## src/rtl/conv_sequencer.sv

```systemverilog
// rtl/conv_sequencer.sv - convolution control sequencer: filter load with zero-column skew, image stream, drain per filter.
// Optional CONV_STRIDE_EN adds cmd_stride and gates valid_pixel on row/column stride phase.
module conv_sequencer #(
   parameter int ARRAY_DIM = 16,
   parameter int DIM_W     = 12,
   parameter int ADDR_W    = 20,
   parameter int FS_W      = 4,
   parameter int FN_W      = 4
) (
   input  logic              clk,
   input  logic              rst,
   input  logic              cmd_valid,
   output logic              cmd_ready,
   input  logic [ADDR_W-1:0] cmd_filter_offset,
   input  logic [ADDR_W-1:0] cmd_img_offset,
   input  logic [DIM_W-1:0]  cmd_img_height,
   input  logic [DIM_W-1:0]  cmd_img_width,
   input  logic [FS_W-1:0]   cmd_filter_size,
   input  logic [FN_W-1:0]   cmd_filter_num,
`ifdef CONV_STRIDE_EN
   input  logic [1:0]        cmd_stride,
`endif
   output logic [DIM_W-1:0]  row,
   output logic [DIM_W-1:0]  column,
   output logic [DIM_W-1:0]  width,
   output logic [ADDR_W-1:0] offset,
   output logic [FS_W-1:0]   filter_size,
   output logic              zero,
   output logic              load_en,
   input  logic              scratch_rdy,
   output logic              shift_en,
   output logic              store_en,
   output logic              valid_pixel,
   output logic              out_last,
   input  logic              in_last,
   output logic              conv_done,
   output logic              cmd_err
);

   localparam int CW = (DIM_W > FS_W) ? DIM_W : FS_W;
   localparam int PW = FN_W + FS_W + 1;

   typedef enum logic [2:0] {
      S_IDLE, S_FLT_LOAD, S_FLT_ZERO, S_FLT_SAVE, S_IMG_LOAD, S_DRAIN, S_DONE
   } state_t;

   state_t r_state, w_state_nxt;

   logic [DIM_W-1:0]  r_row, r_column, r_h, r_w;
   logic [FN_W-1:0]   r_filter_count, r_fn;
   logic [FS_W-1:0]   r_fs;
   logic [ADDR_W-1:0] r_flt_off, r_img_off;
   logic              r_conv_done, r_cmd_err;

   logic              w_cmd_fire, w_cmd_bad;
   logic [DIM_W-1:0]  w_fs_d, w_max_row, w_max_col, w_flt_row;
   logic [PW-1:0]     w_k, w_prod;
   logic              w_col_last_flt, w_col_last_img, w_row_last_img, w_last_filter;
   logic              w_phase_ok;

`ifdef CONV_STRIDE_EN
   logic [1:0] r_stride, r_row_ph, r_col_ph;
   assign w_phase_ok = (r_row_ph == 2'd0) && (r_col_ph == 2'd0);
`else
   assign w_phase_ok = 1'b1;
`endif

   assign w_cmd_fire = cmd_valid && (r_state == S_IDLE);
   assign w_cmd_bad  = (CW'(cmd_img_height) <= CW'(cmd_filter_size)) ||
                       (CW'(cmd_img_width)  <= CW'(cmd_filter_size)) ||
                       (32'(cmd_filter_size) >= 32'(ARRAY_DIM));

   assign w_fs_d    = DIM_W'(r_fs);
   assign w_max_row = r_h - w_fs_d;
   assign w_max_col = r_w - w_fs_d;
   // Filter f occupies K consecutive scratchpad rows starting at f*K.
   assign w_k       = PW'(r_fs) + PW'(1);
   assign w_prod    = PW'(r_filter_count) * w_k;
   assign w_flt_row = DIM_W'(w_prod);

   assign w_col_last_flt = (32'(r_column) == 32'(ARRAY_DIM - 1));
   assign w_col_last_img = (r_column == r_w - DIM_W'(1));
   assign w_row_last_img = (r_row == w_max_row - DIM_W'(1));
   assign w_last_filter  = (r_filter_count == r_fn);

   assign column      = r_column;
   assign filter_size = r_fs;
   assign conv_done   = r_conv_done;
   assign cmd_err     = r_cmd_err;

   always_comb begin
      w_state_nxt = r_state;
      cmd_ready   = 1'b0;
      zero        = 1'b1;
      load_en     = 1'b0;
      shift_en    = 1'b0;
      store_en    = 1'b0;
      valid_pixel = 1'b0;
      out_last    = 1'b0;
      row         = r_row;
      width       = '0;
      offset      = '0;
      case (r_state)
         S_IDLE: begin
            cmd_ready = 1'b1;
            if (cmd_valid && !w_cmd_bad) w_state_nxt = S_FLT_LOAD;
         end
         S_FLT_LOAD: begin
            width    = w_fs_d;
            offset   = r_flt_off;
            row      = w_flt_row;
            load_en  = 1'b1;
            zero     = (r_column > w_fs_d);
            shift_en = scratch_rdy;
            if (scratch_rdy) w_state_nxt = w_col_last_flt ? S_FLT_SAVE : S_FLT_ZERO;
         end
         S_FLT_ZERO: begin
            width       = w_fs_d;
            offset      = r_flt_off;
            row         = w_flt_row;
            load_en     = 1'b1;
            shift_en    = 1'b1;
            w_state_nxt = S_FLT_LOAD;
         end
         S_FLT_SAVE: begin
            width       = r_w;
            offset      = r_img_off;
            store_en    = 1'b1;
            w_state_nxt = S_IMG_LOAD;
         end
         S_IMG_LOAD: begin
            width       = r_w;
            offset      = r_img_off;
            zero        = 1'b0;
            load_en     = 1'b1;
            shift_en    = scratch_rdy;
            valid_pixel = (r_column < w_max_col) && (r_row < w_max_row) && w_phase_ok;
            if (scratch_rdy && w_col_last_img && w_row_last_img) begin
               out_last    = 1'b1;
               w_state_nxt = S_DRAIN;
            end
         end
         S_DRAIN: begin
            width    = r_w;
            offset   = r_img_off;
            shift_en = 1'b1;
            if (in_last) w_state_nxt = w_last_filter ? S_DONE : S_FLT_LOAD;
         end
         S_DONE:  w_state_nxt = S_IDLE;
         default: w_state_nxt = S_IDLE;
      endcase
   end

   always_ff @(posedge clk) begin
      if (rst) begin
         r_state        <= S_IDLE;
         r_row          <= '0;
         r_column       <= '0;
         r_filter_count <= '0;
         r_h            <= '0;
         r_w            <= '0;
         r_fs           <= '0;
         r_fn           <= '0;
         r_flt_off      <= '0;
         r_img_off      <= '0;
         r_conv_done    <= 1'b0;
         r_cmd_err      <= 1'b0;
`ifdef CONV_STRIDE_EN
         r_stride       <= '0;
         r_row_ph       <= '0;
         r_col_ph       <= '0;
`endif
      end else begin
         r_state     <= w_state_nxt;
         r_conv_done <= (r_state == S_DRAIN) && in_last && w_last_filter;
         r_cmd_err   <= w_cmd_fire && w_cmd_bad;
         case (r_state)
            S_IDLE: begin
               if (w_cmd_fire) begin
                  r_flt_off      <= cmd_filter_offset;
                  r_img_off      <= cmd_img_offset;
                  r_h            <= cmd_img_height;
                  r_w            <= cmd_img_width;
                  r_fs           <= cmd_filter_size;
                  r_fn           <= cmd_filter_num;
                  r_filter_count <= '0;
                  r_row          <= '0;
                  r_column       <= '0;
`ifdef CONV_STRIDE_EN
                  r_stride       <= cmd_stride;
`endif
               end
            end
            S_FLT_LOAD: begin
               if (scratch_rdy) r_column <= w_col_last_flt ? '0 : r_column + DIM_W'(1);
            end
            S_FLT_SAVE: begin
               r_row    <= '0;
               r_column <= '0;
`ifdef CONV_STRIDE_EN
               r_row_ph <= '0;
               r_col_ph <= '0;
`endif
            end
            S_IMG_LOAD: begin
               if (scratch_rdy && !w_col_last_img) begin
                  r_column <= r_column + DIM_W'(1);
`ifdef CONV_STRIDE_EN
                  r_col_ph <= (r_col_ph == r_stride) ? 2'd0 : r_col_ph + 2'd1;
`endif
               end else if (scratch_rdy && !w_row_last_img) begin
                  r_row    <= r_row + DIM_W'(1);
                  r_column <= '0;
`ifdef CONV_STRIDE_EN
                  r_col_ph <= '0;
                  r_row_ph <= (r_row_ph == r_stride) ? 2'd0 : r_row_ph + 2'd1;
`endif
               end
            end
            S_DRAIN: begin
               if (in_last && !w_last_filter) begin
                  r_filter_count <= r_filter_count + FN_W'(1);
                  r_column       <= '0;
               end
            end
            default: ;
         endcase
      end
   end

endmodule

```

## config.mk

```make
export PLATFORM = sky130hd
export DESIGN_NAME = conv_sequencer
export DESIGN_NICKNAME = d
export VERILOG_FILES = /design/src/rtl/conv_sequencer.sv
export SDC_FILE = /design/constraint.sdc
export NUM_CORES = 1
export LEC_CHECK = 0
export ABC_CLOCK_PERIOD_IN_PS = 7100
export BUFFER_PORTS_ARGS = -buffer_cell sky130_fd_sc_hd__clkbuf_2
export CAP_MARGIN = 20
export CORE_MARGIN = 2
export CORE_UTILIZATION = 61
export CTS_CLUSTER_DIAMETER = 50
export DETAILED_ROUTE_END_ITERATION = 8
export PLACE_DENSITY = 0.92
export SLEW_MARGIN = 25
export SYNTH_ARGS = -nofsm -noshare
export SYNTH_HDL_FRONTEND = slang
export SYNTH_SLANG_ARGS = --single-unit
```

## constraint.sdc

```tcl
create_clock -name clk -period 7.1 [get_ports clk]
set_input_delay 0.71 -clock clk [delete_from_list [all_inputs] [get_ports clk]]
set_output_delay 0.71 -clock clk [all_outputs]
set_load 0.03 [all_outputs]
```

* Word-level counts from Yosys, hierarchy flattened
Index checks and enable logic that the tools add are counted.
Word-level totals: flip-flop bits (word level) 105, bits in latches 0, bits in writable memories 0, bits in read-only memories 0, output and inout port bits 69, logic and storage cells 105, memories kept 0
Operators by class: $add $sub $neg 8, multiply operators 1, divide/modulo/power cells 0, magnitude comparators 5, equal/unequal tests 18, shift-type cells 0, muxes and demuxes 31, bitwise operators 0, reductions and logical operators 30
Operators with widths (count):
- 2-to-1 mux 12 bit | 9
- case mux 12 bit (5 select lines) | 1
- case mux 20 bit (2 select lines) | 1
- case mux 12 bit (3 select lines) | 1
- adder 12 x 1 -> 12 bit (second input constant) | 2
- == test 12 bit | 2
- <= comparator 12 x 4 -> 1 bit | 2
- < comparator 12 bit | 2
- case mux 12 bit (2 select lines) | 1
- subtractor 12 x 1 -> 12 bit (second input constant) | 2
- subtractor 12 x 4 -> 12 bit | 2
- case mux 3 bit (6 select lines) | 1
- 2-to-1 mux 3 bit | 5
- == test 12 x 4 -> 1 bit (second input constant) | 1
- > comparator 12 x 4 -> 1 bit | 1
- != test 2 bit (second input constant) | 6
- logical AND 1 bit | 11
- multiplier 4 x 5 -> 9 bit | 1
- 2-to-1 mux 4 bit | 2
- case mux 4 bit (2 select lines) | 1
- AND reduction 4 bit | 2
- 2-to-1 mux 1 bit | 7
- == test 3 x 2 -> 1 bit (second input constant) | 2
- == test 3 bit (second input constant) | 2
- 18 further kinds | 26

* Logic depth before layout (Yosys ltp)
Gate-level depths: netlist of run 1.
word-level depth 8, gate-level depth with buffers 16

* Least setup slack after synthesis of run 1
No wires, ideal clock.
path type register to output, start register r_fs[0] (netlist: filter_size[0]), end output row[8], arrival time 4.161 ns, data required time 6.390 ns, setup slack 2.229 ns, stages on the path, launching flop included 14, cells stage by stage dfxtp_1 ha_1 xor2_1 nand2_1 fa_1 fa_1 inv_1 fa_1 a21o_1 a21o_1 a21o_1 a21oi_1 xor2_1 o21ai_0
On the way: cells in the longest elaborated chain, start to end 3
RTL lines:
- from (decl) | RTL line 51 | logic [FS_W-1:0] r_fs;
- from (signal assigned) | RTL line 184 | r_fs <= cmd_filter_size;
- adder 4 x 1 -> 5 bit | RTL line 77 | assign w_k = PW'(r_fs) + PW'(1);
- multiplier 4 x 5 -> 9 bit | RTL line 78 | assign w_prod = PW'(r_filter_count) * w_k;
- 2-to-1 mux 12 bit | RTL line 103 | case (r_state)
- to (decl) | RTL line 23 | output logic [DIM_W-1:0] row,
No other way between the ends.

* Worst setup path after layout of run 1
start register r_fs[0] (netlist: filter_size[0]), end output out_last
On the way: cells in the longest elaborated chain, start to end 6
RTL lines:
- subtractor 12 x 4 -> 12 bit | RTL line 74 | assign w_max_row = r_h - w_fs_d;
- subtractor 12 x 1 -> 12 bit | RTL line 83 | assign w_row_last_img = (r_row == w_max_row - DIM_W'(1));
- == test 12 bit | RTL line 83
- logical AND 1 bit | RTL line 138 | if (scratch_rdy && w_col_last_img && w_row_last_img) begin
- 2-to-1 mux 1 bit | RTL line 138
- 2-to-1 mux 1 bit | RTL line 103
- to (decl) | RTL line 34 | output logic out_last,
No other way between the ends.

==> impl_metrics.prom, run 1 <==
# TYPE chip_impl_metric gauge
chip_impl_info{name="outcome",value="completed"} 1
chip_impl_metric{name="average_routed_wire_per_standard_cell",unit="um"} 18.06
chip_impl_metric{name="p_per_area",unit="nW/um^2"} 221.1
chip_impl_metric{name="synthArstFlopShare",unit="%"} 0
chip_impl_metric{name="final_period_utilization",unit="%"} 73.06
chip_impl_metric{name="finalInstanceArea",unit="um^2"} 8543
chip_impl_metric{name="viasPerCell",unit=""} 6.309
chip_impl_metric{name="globalplace.congestion",unit=""} 0.9109
chip_impl_metric{name="report.power.total",unit="mW"} 1.889
chip_impl_metric{name="tightestPinTransition",unit="ns"} 0.8635
chip_impl_metric{name="clkSinkCount",unit=""} 105
chip_impl_metric{name="first_pass_grt_wire_length",unit="mm"} 31.84
chip_impl_metric{name="start_util",unit="%"} 62.26
chip_impl_metric{name="post-dp-hpwl",unit="mm"} 14.61
chip_impl_metric{name="postSynthRegisterBits",unit=""} 105
chip_impl_metric{name="max_transition_margin",unit="%"} 41.83
chip_impl_metric{name="syn_area",unit="um^2"} 7478
chip_impl_metric{name="chipWidth",unit="um"} 114.7
chip_impl_info{name="cpMostUsedCell",value="sky130_fd_sc_hd__nand3_1"} 1
chip_impl_metric{name="placed_cell_area",unit="um^2"} 8238
chip_impl_metric{name="timing.critical_path.arrival",unit="ns"} 4.48
chip_impl_metric{name="report.final.slew_viol_count",unit=""} 0
chip_impl_info{name="cp_cell_sequence",value="ha_1 > fa_1 > xor2_1 > nand3_1 > mux2i_1 > nand3_1 > or2_2 > or4_1 > a311oi_1 > nand3_1 > nor2_1 > clkbuf_2"} 1
chip_impl_info{name="ys_top_cells_by_area",value="sky130_fd_sc_hd__dfxtp_1 (28%), sky130_fd_sc_hd__a22o_1 (11%), sky130_fd_sc_hd__ha_1 (10%)"} 1
chip_impl_metric{name="synthToLayoutAreaGrowth",unit="%"} 14.24
chip_impl_metric{name="syn_avg_cell_area",unit="um^2"} 8.747
chip_impl_metric{name="drive_above_1_share",unit="%"} 19.98
chip_impl_metric{name="antenna_violations_before_repair",unit=""} 0
chip_impl_metric{name="final-hold-violation-count",unit=""} 0
chip_impl_info{name="rsz0062_at_grt",value="no"} 1
chip_impl_metric{name="setup_total_negative_slack",unit="ns"} 0
chip_impl_info{name="tritoncts",value="done"} 1
chip_impl_metric{name="ys_warn_count",unit=""} 0
chip_impl_metric{name="critPathRequiredTime",unit="ns"} 6.39
chip_impl_metric{name="finalHoldWorstSlack",unit="ns"} 0.4863
chip_impl_info{name="ys_top_cells_by_count",value="sky130_fd_sc_hd__dfxtp_1 (105), sky130_fd_sc_hd__a22o_1 (92), sky130_fd_sc_hd__nand2_1 (62)"} 1
chip_impl_metric{name="critical-path-max-stage-delay",unit="ns"} 0.53
chip_impl_metric{name="postSynthNetCount",unit=""} 1001
chip_impl_metric{name="clkTransAtPathRegs",unit="ns"} 0.07
chip_impl_info{name="hold_path_class",value="flip-flop to flip-flop"} 1
chip_impl_metric{name="cts_setup_buffers",unit=""} 0
chip_impl_metric{name="fill_cells",unit=""} 887
chip_impl_metric{name="tritoncts_buffer_count",unit=""} 9
chip_impl_metric{name="globalRouteOverflowTotal",unit=""} 0
chip_impl_metric{name="finalWorstPathRequiredPeriod",unit="ns"} 5.187
chip_impl_metric{name="fmax",unit="MHz"} 192.8
chip_impl_metric{name="largest_driver_fanout_on_the_critical_path",unit=""} 12
chip_impl_metric{name="p_leak",unit="nW"} 3.869
chip_impl_metric{name="clock_path_buffers",unit=""} 2
chip_impl_metric{name="initialDrtViolationCount",unit=""} 806
chip_impl_info{name="cts-root-buf",value="sky130_fd_sc_hd__clkbuf_16"} 1
chip_impl_metric{name="postRouteWirelength",unit="mm"} 20.19
chip_impl_metric{name="htreeDepth",unit=""} 3
chip_impl_metric{name="grt_max_degree",unit=""} 75
chip_impl_metric{name="via_count_of_the_first_global_routing_pass",unit=""} 6488
chip_impl_info{name="critical_path_start_type",value="flip-flop"} 1
chip_impl_metric{name="postCtsResizedCells",unit=""} 0
chip_impl_info{name="synthFlopType",value="sky130_fd_sc_hd__dfxtp_1"} 1
chip_impl_metric{name="clock_insertion_delay_worst_skew",unit="ns"} 0.36
chip_impl_metric{name="antenna_cells_inserted",unit=""} 0
chip_impl_metric{name="core_area",unit="um^2"} 12010
chip_impl_metric{name="synth_largest_type_area_fraction",unit="%"} 28.11
chip_impl_metric{name="postCtsHoldBufs",unit=""} 0
chip_impl_info{name="critPathSlowestCell",value="sky130_fd_sc_hd__or4_1"} 1
chip_impl_info{name="critical_path_endpoint_category",value="output port"} 1
chip_impl_metric{name="place.detailed.instances",unit=""} 1102
chip_impl_metric{name="drt_pre_antenna_iters",unit=""} 5
chip_impl_metric{name="post_layout_nonfiller_instances",unit=""} 1118
chip_impl_metric{name="grt_use_total",unit="%"} 30.19
chip_impl_metric{name="power.ir.vdd_worst",unit="mV"} 0.1291
chip_impl_metric{name="synthDistinctLibCells",unit=""} 70
chip_impl_metric{name="design.die.area",unit="um^2"} 13160
chip_impl_metric{name="floorplan.die.height",unit="um"} 114.7
chip_impl_metric{name="number_of_setup_violations_in_the_final_report",unit=""} 0
chip_impl_metric{name="syn_inst",unit=""} 855
chip_impl_metric{name="reg2reg_slack",unit="ns"} 2.42
chip_impl_metric{name="synth-seq-area-share",unit="%"} 28.11
chip_impl_info{name="post-synth-top-count-cell",value="sky130_fd_sc_hd__dfxtp_1"} 1
chip_impl_metric{name="finalNetCount",unit=""} 1112
chip_impl_metric{name="skew",unit="ns"} 0.009092
chip_impl_metric{name="design.portCount",unit=""} 146
chip_impl_metric{name="number_of_flops_mapped_to_enable_cells_by_yosys",unit=""} 0
chip_impl_metric{name="drt_drc_violations_left",unit=""} 0
chip_impl_info{name="synth_largest_area_cell",value="sky130_fd_sc_hd__dfxtp_1"} 1
chip_impl_metric{name="final_antenna_net_count",unit=""} 0
chip_impl_metric{name="rows",unit=""} 40
chip_impl_metric{name="portBuffers",unit=""} 145
chip_impl_metric{name="via_count",unit=""} 7054
chip_impl_metric{name="max-cap-violations",unit=""} 0
chip_impl_info{name="timing.setup.critical_path_class",value="flip-flop to output port"} 1
## worst max-delay path, delay by kind of cell (launching register included)
| family | cells | cell delay [ns] |
|---|---|---|
| AO/OA/AOI/OAI | 1 | 0.35 |
| XOR/XNOR | 1 | 0.52 |
| adder cells (fa/ha/maj) | 2 | 0.73 |
| buffers and inverters | 1 | 0.23 |
| flip-flops | 1 | 0.45 |
| multiplexers | 1 | 0.28 |
| AND/OR/NAND/NOR | 6 | 1.55 |
## registers in the layout (all words and copies together) (netlist names)
| register | count |
|---|---|
| r_img_off | 20 |
| r_filter_count | 4 |
| r_w | 12 |
| r_state | 3 |
| cmd_err | 1 |
| r_fn | 4 |
| r_row | 12 |
| r_h | 12 |
| filter_size | 4 |
| conv_done | 1 |
| r_flt_off | 20 |
| column | 12 |
## path summary, 6_finish.rpt
path                                      from      endpoint  cells after the start
worst max-delay path            filter_size[0]      out_last                     12
worst min-delay path              r_flt_off[5]  r_flt_off[5]                      1
worst max register to register  filter_size[0]    column[11]                     12
worst min register to register    r_flt_off[5]  r_flt_off[5]                      1
## layout by cell type, fill, tap and decap left out, types with 5 or more instances in the layout
master / instances
sky130_fd_sc_hd__nand2_1: 62
sky130_fd_sc_hd__o21a_1: 9
sky130_fd_sc_hd__o31ai_1: 10
sky130_fd_sc_hd__and2_1: 25
sky130_fd_sc_hd__nand2b_1: 14
sky130_fd_sc_hd__nor2b_1: 12
sky130_fd_sc_hd__dfxtp_1: 105
sky130_fd_sc_hd__inv_1: 40
sky130_fd_sc_hd__ha_1: 61
sky130_fd_sc_hd__or3_1: 15
sky130_fd_sc_hd__a22o_1: 92
sky130_fd_sc_hd__a31oi_1: 7
sky130_fd_sc_hd__nor2_1: 42
sky130_fd_sc_hd__a21o_1: 13
sky130_fd_sc_hd__or2_2: 7
sky130_fd_sc_hd__o21ai_0: 37
sky130_fd_sc_hd__xnor3_1: 5
sky130_fd_sc_hd__xnor2_1: 33
sky130_fd_sc_hd__a21oi_1: 38
sky130_fd_sc_hd__clkbuf_2: 145
sky130_fd_sc_hd__xor2_1: 26
sky130_fd_sc_hd__clkbuf_16: 9
sky130_fd_sc_hd__fa_1: 8
sky130_fd_sc_hd__buf_4: 5
sky130_fd_sc_hd__nor4_1: 17
sky130_fd_sc_hd__mux2i_1: 11
sky130_fd_sc_hd__nand3_1: 18
sky130_fd_sc_hd__or4_1: 11
sky130_fd_sc_hd__nor3_1: 18
## stage by stage
stage / worst slack (ns) / utilization (%)
3_3_place_gp: 2.565 / 68.58
3_5_place_dp: 2.388 / 68.58
6_report: 1.913 / 71.13
4_1_cts: 1.942 / 71.13
5_1_grt: 1.595 / 71.13
2_1_floorplan: 2.229 / -
## layout make-up
cell class,count,area (um^2),share of cell area [%]
clock buffers,9,225.2,2.636
clock inverters,7,80.08,0.9373
inverters,40,150.1,1.757
multi-input cells,660,5039,58.98
flip-flops and latches,105,2102,24.60
well taps,147,183.9,2.153
repair buffers,150,763.2,8.934
## cells by family (layout without fill, tap and decap cells)
group	count (synthesis)	in the layout	synth area share [%]
AOI/OAI and AO/OA	248	248	25.31
xor gates and xnor gates	64	64	8.416
adders and majority gates	69	69	12.35
buffers and inverters	90	206	4.852
DFF	105	105	28.11
muxes	11	11	1.472
and+or+nand+nor	268	268	19.49
## metal layers
| layer | part of all wire, % | global-route usage [%] | up-vias |
|---|---|---|---|
| li1 | - | - | 3370 |
| met5 | 0 | 0 | - |
| met3 | 7.2 | 5.506 | 43 |
| met1 | 42 | 39.60 | 3339 |
| met4 | 2.7 | 11.73 | 0 |
| met2 | 48 | 49.66 | 302 |
## report_power, final
group          internal, mW  total [mW]  switching (mW)
clock network         0.251       0.511           0.259
registers             0.628       0.682          0.0540
logic                 0.283       0.696           0.413
No activity file was read; power rests on OpenSTA's default activity.
==> run 2, diff against run 1 <==
ABC_CLOCK_PERIOD_IN_PS = 4200   (was 7100)
CORE_UTILIZATION = 51   (was 61)
PLACE_DENSITY = 0.83   (was 0.92)
clock period = 4.2 ns   (was 7.1 ns; I/O delays follow)
==> impl_metrics.prom, run 2 (synthesized netlist as in run 1, its figures left out) <==
# TYPE chip_impl_metric gauge
chip_impl_info{name="outcome",value="completed"} 1
chip_impl_metric{name="clock_path_buffers",unit=""} 2
chip_impl_metric{name="first_pass_grt_wire_length",unit="mm"} 32.57
chip_impl_metric{name="drt_pre_antenna_iters",unit=""} 5
chip_impl_info{name="tritoncts",value="done"} 1
chip_impl_metric{name="final-hold-violation-count",unit=""} 0
chip_impl_info{name="leading_cell_type_in_the_layout_fill_and_taps_excluded",value="sky130_fd_sc_hd__clkbuf_2"} 1
chip_impl_metric{name="post-dp-hpwl",unit="mm"} 15.10
chip_impl_metric{name="portBuffers",unit=""} 145
chip_impl_metric{name="drt_drc_violations_left",unit=""} 0
chip_impl_metric{name="clkTransAtPathRegs",unit="ns"} 0.08
chip_impl_metric{name="antenna_cells_inserted",unit=""} 0
chip_impl_metric{name="htreeDepth",unit=""} 3
chip_impl_metric{name="fmax",unit="MHz"} 243.8
chip_impl_metric{name="final_period_utilization",unit="%"} 97.65
chip_impl_info{name="critical_path_endpoint_category",value="output port"} 1
chip_impl_metric{name="dpl_worst_slack",unit="ns"} 0.02502
chip_impl_info{name="hold_path_class",value="primary input to flip-flop"} 1
chip_impl_metric{name="clkSinkCount",unit=""} 105
chip_impl_metric{name="p_leak",unit="nW"} 4.064
chip_impl_metric{name="clock_insertion_delay_worst_skew",unit="ns"} 0.36
chip_impl_metric{name="number_of_setup_violations_in_the_final_report",unit=""} 0
chip_impl_metric{name="internal-power",unit="mW"} 2.065
chip_impl_info{name="critical_path_start_type",value="flip-flop"} 1
chip_impl_info{name="cts-root-buf",value="sky130_fd_sc_hd__clkbuf_16"} 1
chip_impl_metric{name="final_antenna_net_count",unit=""} 0
chip_impl_metric{name="max-cap-violations",unit=""} 0
chip_impl_metric{name="netSwitchingFraction",unit="%"} 38.19
chip_impl_metric{name="largest_driver_fanout_on_the_critical_path",unit=""} 4
chip_impl_metric{name="grt_use_total",unit="%"} 25.25
chip_impl_info{name="cp_cell_sequence",value="ha_2 > fa_2 > ha_1 > nor2b_1 > o21a_1 > o21a_1 > o21a_1 > o21a_1 > o21ai_0 > a21oi_1 > nor3_1 > o21ai_1 > a311oi_2 > buf_4"} 1
chip_impl_metric{name="start_util",unit="%"} 51.85
chip_impl_metric{name="critical-path-max-stage-delay",unit="ns"} 0.61
chip_impl_metric{name="final.setup.worst_slack",unit="ns"} 0.09860
chip_impl_metric{name="via_count",unit=""} 7101
chip_impl_metric{name="seq_power_share",unit="%"} 34.4
chip_impl_metric{name="timing.critical_path.arrival",unit="ns"} 3.68
chip_impl_metric{name="net-switching-power",unit="mW"} 1.276
chip_impl_metric{name="design.portCount",unit=""} 146
chip_impl_metric{name="report.power.total",unit="mW"} 3.341
chip_impl_metric{name="viasPerCell",unit=""} 5.982
chip_impl_metric{name="globalplace.congestion",unit=""} 0.9038
chip_impl_info{name="cpMostUsedCell",value="sky130_fd_sc_hd__o21a_1"} 1
chip_impl_metric{name="power.ir.vdd_worst",unit="mV"} 0.2153
chip_impl_metric{name="clockPowerShare",unit="%"} 26.1
chip_impl_info{name="mostFrequentLayoutCells",value="sky130_fd_sc_hd__clkbuf_2 (141), sky130_fd_sc_hd__dfxtp_1 (101), sky130_fd_sc_hd__a22o_1 (92)"} 1
chip_impl_metric{name="antenna_violations_before_repair",unit=""} 0
chip_impl_metric{name="postCtsHoldBufs",unit=""} 0
chip_impl_metric{name="globalRouteOverflowTotal",unit=""} 0
chip_impl_info{name="reg.largest.list",value="r_flt_off (20), r_img_off (20)"} 1
chip_impl_metric{name="max_transition_margin",unit="%"} 38.98
chip_impl_metric{name="p_per_area",unit="nW/um^2"} 368.4
chip_impl_metric{name="skew",unit="ns"} 0.01508
chip_impl_metric{name="initialDrtViolationCount",unit=""} 648
chip_impl_metric{name="report.final.slew_viol_count",unit=""} 0
chip_impl_info{name="critPathSlowestCell",value="sky130_fd_sc_hd__fa_2"} 1
chip_impl_metric{name="floorplan.die.height",unit="um"} 125.1
chip_impl_info{name="timing.critical_path.max_delay_family",value="compound AO/OA/AOI/OAI gates"} 1
chip_impl_metric{name="tightestPinTransition",unit="ns"} 0.9058
chip_impl_metric{name="drive_above_1_share",unit="%"} 26.02
chip_impl_info{name="timing.setup.critical_path_class",value="flip-flop to output port"} 1
chip_impl_metric{name="rows",unit=""} 44
chip_impl_metric{name="chipWidth",unit="um"} 125.1
chip_impl_metric{name="tritoncts_buffer_count",unit=""} 9
chip_impl_metric{name="timing.critical_path.buf_inv",unit=""} 1
chip_impl_metric{name="via_count_of_the_first_global_routing_pass",unit=""} 6543
chip_impl_metric{name="critPathRequiredTime",unit="ns"} 3.78
chip_impl_metric{name="power_frac_comb",unit="%"} 39.5
chip_impl_metric{name="postRouteWirelength",unit="mm"} 20.50
chip_impl_metric{name="grt_max_degree",unit=""} 75
chip_impl_metric{name="average_routed_wire_per_standard_cell",unit="um"} 17.27
chip_impl_metric{name="design.die.area",unit="um^2"} 15650
chip_impl_metric{name="finalNetCount",unit=""} 1144
chip_impl_metric{name="synthToLayoutAreaGrowth",unit="%"} 21.26
chip_impl_metric{name="finalWorstPathRequiredPeriod",unit="ns"} 4.101
chip_impl_metric{name="core_area",unit="um^2"} 14420
==> run 2: changes by cell type in the layout (fill, tap and decap cells not counted), sizes merged <==
cell	delta
buf	+35
clkbuf	-3
clkinv	-1
inv	+1
==> run 2: final cells by class <==
| class | instances | area, um^2 |
|---|---|---|
| Clock buffer | 9 | 225.2 |
| Inverter | 40 | 150.1 |
| Multi-Input combinational cell | 660 | 5245 |
| Clock inverter | 7 | 82.58 |
| Tap cell | 184 | 230.2 |
| Fill cell | 1175 | 5355 |
| Sequential cell | 105 | 2112 |
| Timing Repair Buffer | 182 | 1023 |
==> run 2: what timing repair did <==
item | 4_1_cts | 5_1_grt
resized for setup | 27 | 27
setup endpoints to repair | 4 | 14
pin swaps | 8 | 17
setup buffers | 7 | 6
==> run 2: routing by layer <==
layer,share of wire (%),global-route usage (%),routed length [um]
met5,0,0,0
met4,2.4,7.582,494
met3,6.6,5.563,1343
met2,47,41.53,9663
met1,44,33.36,8995
==> run 2: final timing paths <==
path,slack (ns),cells past startpoint,endpoint,from
max,0.1,14,valid_pixel,filter_size[0]
min,0.26,2,r_fn[2],cmd_filter_num[2]
max reg2reg,0.24,14,column[7],filter_size[0]
min reg2reg,0.49,1,r_img_off[14],r_img_off[14]
==> run 2: per-stage QoR <==
step / cells / TNS [ns] / hold slack, ns / utilization, % / cell area (um^2)
detailed placement: 1158 / 0 / 0.4645 / 58.48 / 8436
global placement: 1158 / 0 / 0.4623 / 58.48 / 8436
finish: 1187 / 0 / 0.2615 / 62.87 / 9069
floorplan: 855 / -0.1549 / 0.4493 / - / 7487
global route: 1187 / -0.08615 / 0.2620 / 62.87 / 9069
CTS: 1181 / 0 / 0.2538 / 61.86 / 8922
==> run 2: power groups by stage <==
stage / registers (mW) / logic (mW) / clock network [mW]
floorplan: 1.14 / 0.914 / 0
detailed placement: 1.17 / 1.18 / 0
CTS: 1.15 / 1.24 / 0.877
finish: 1.15 / 1.32 / 0.872
global placement: 1.16 / 1.16 / 0
global route: 1.16 / 1.44 / 0.917
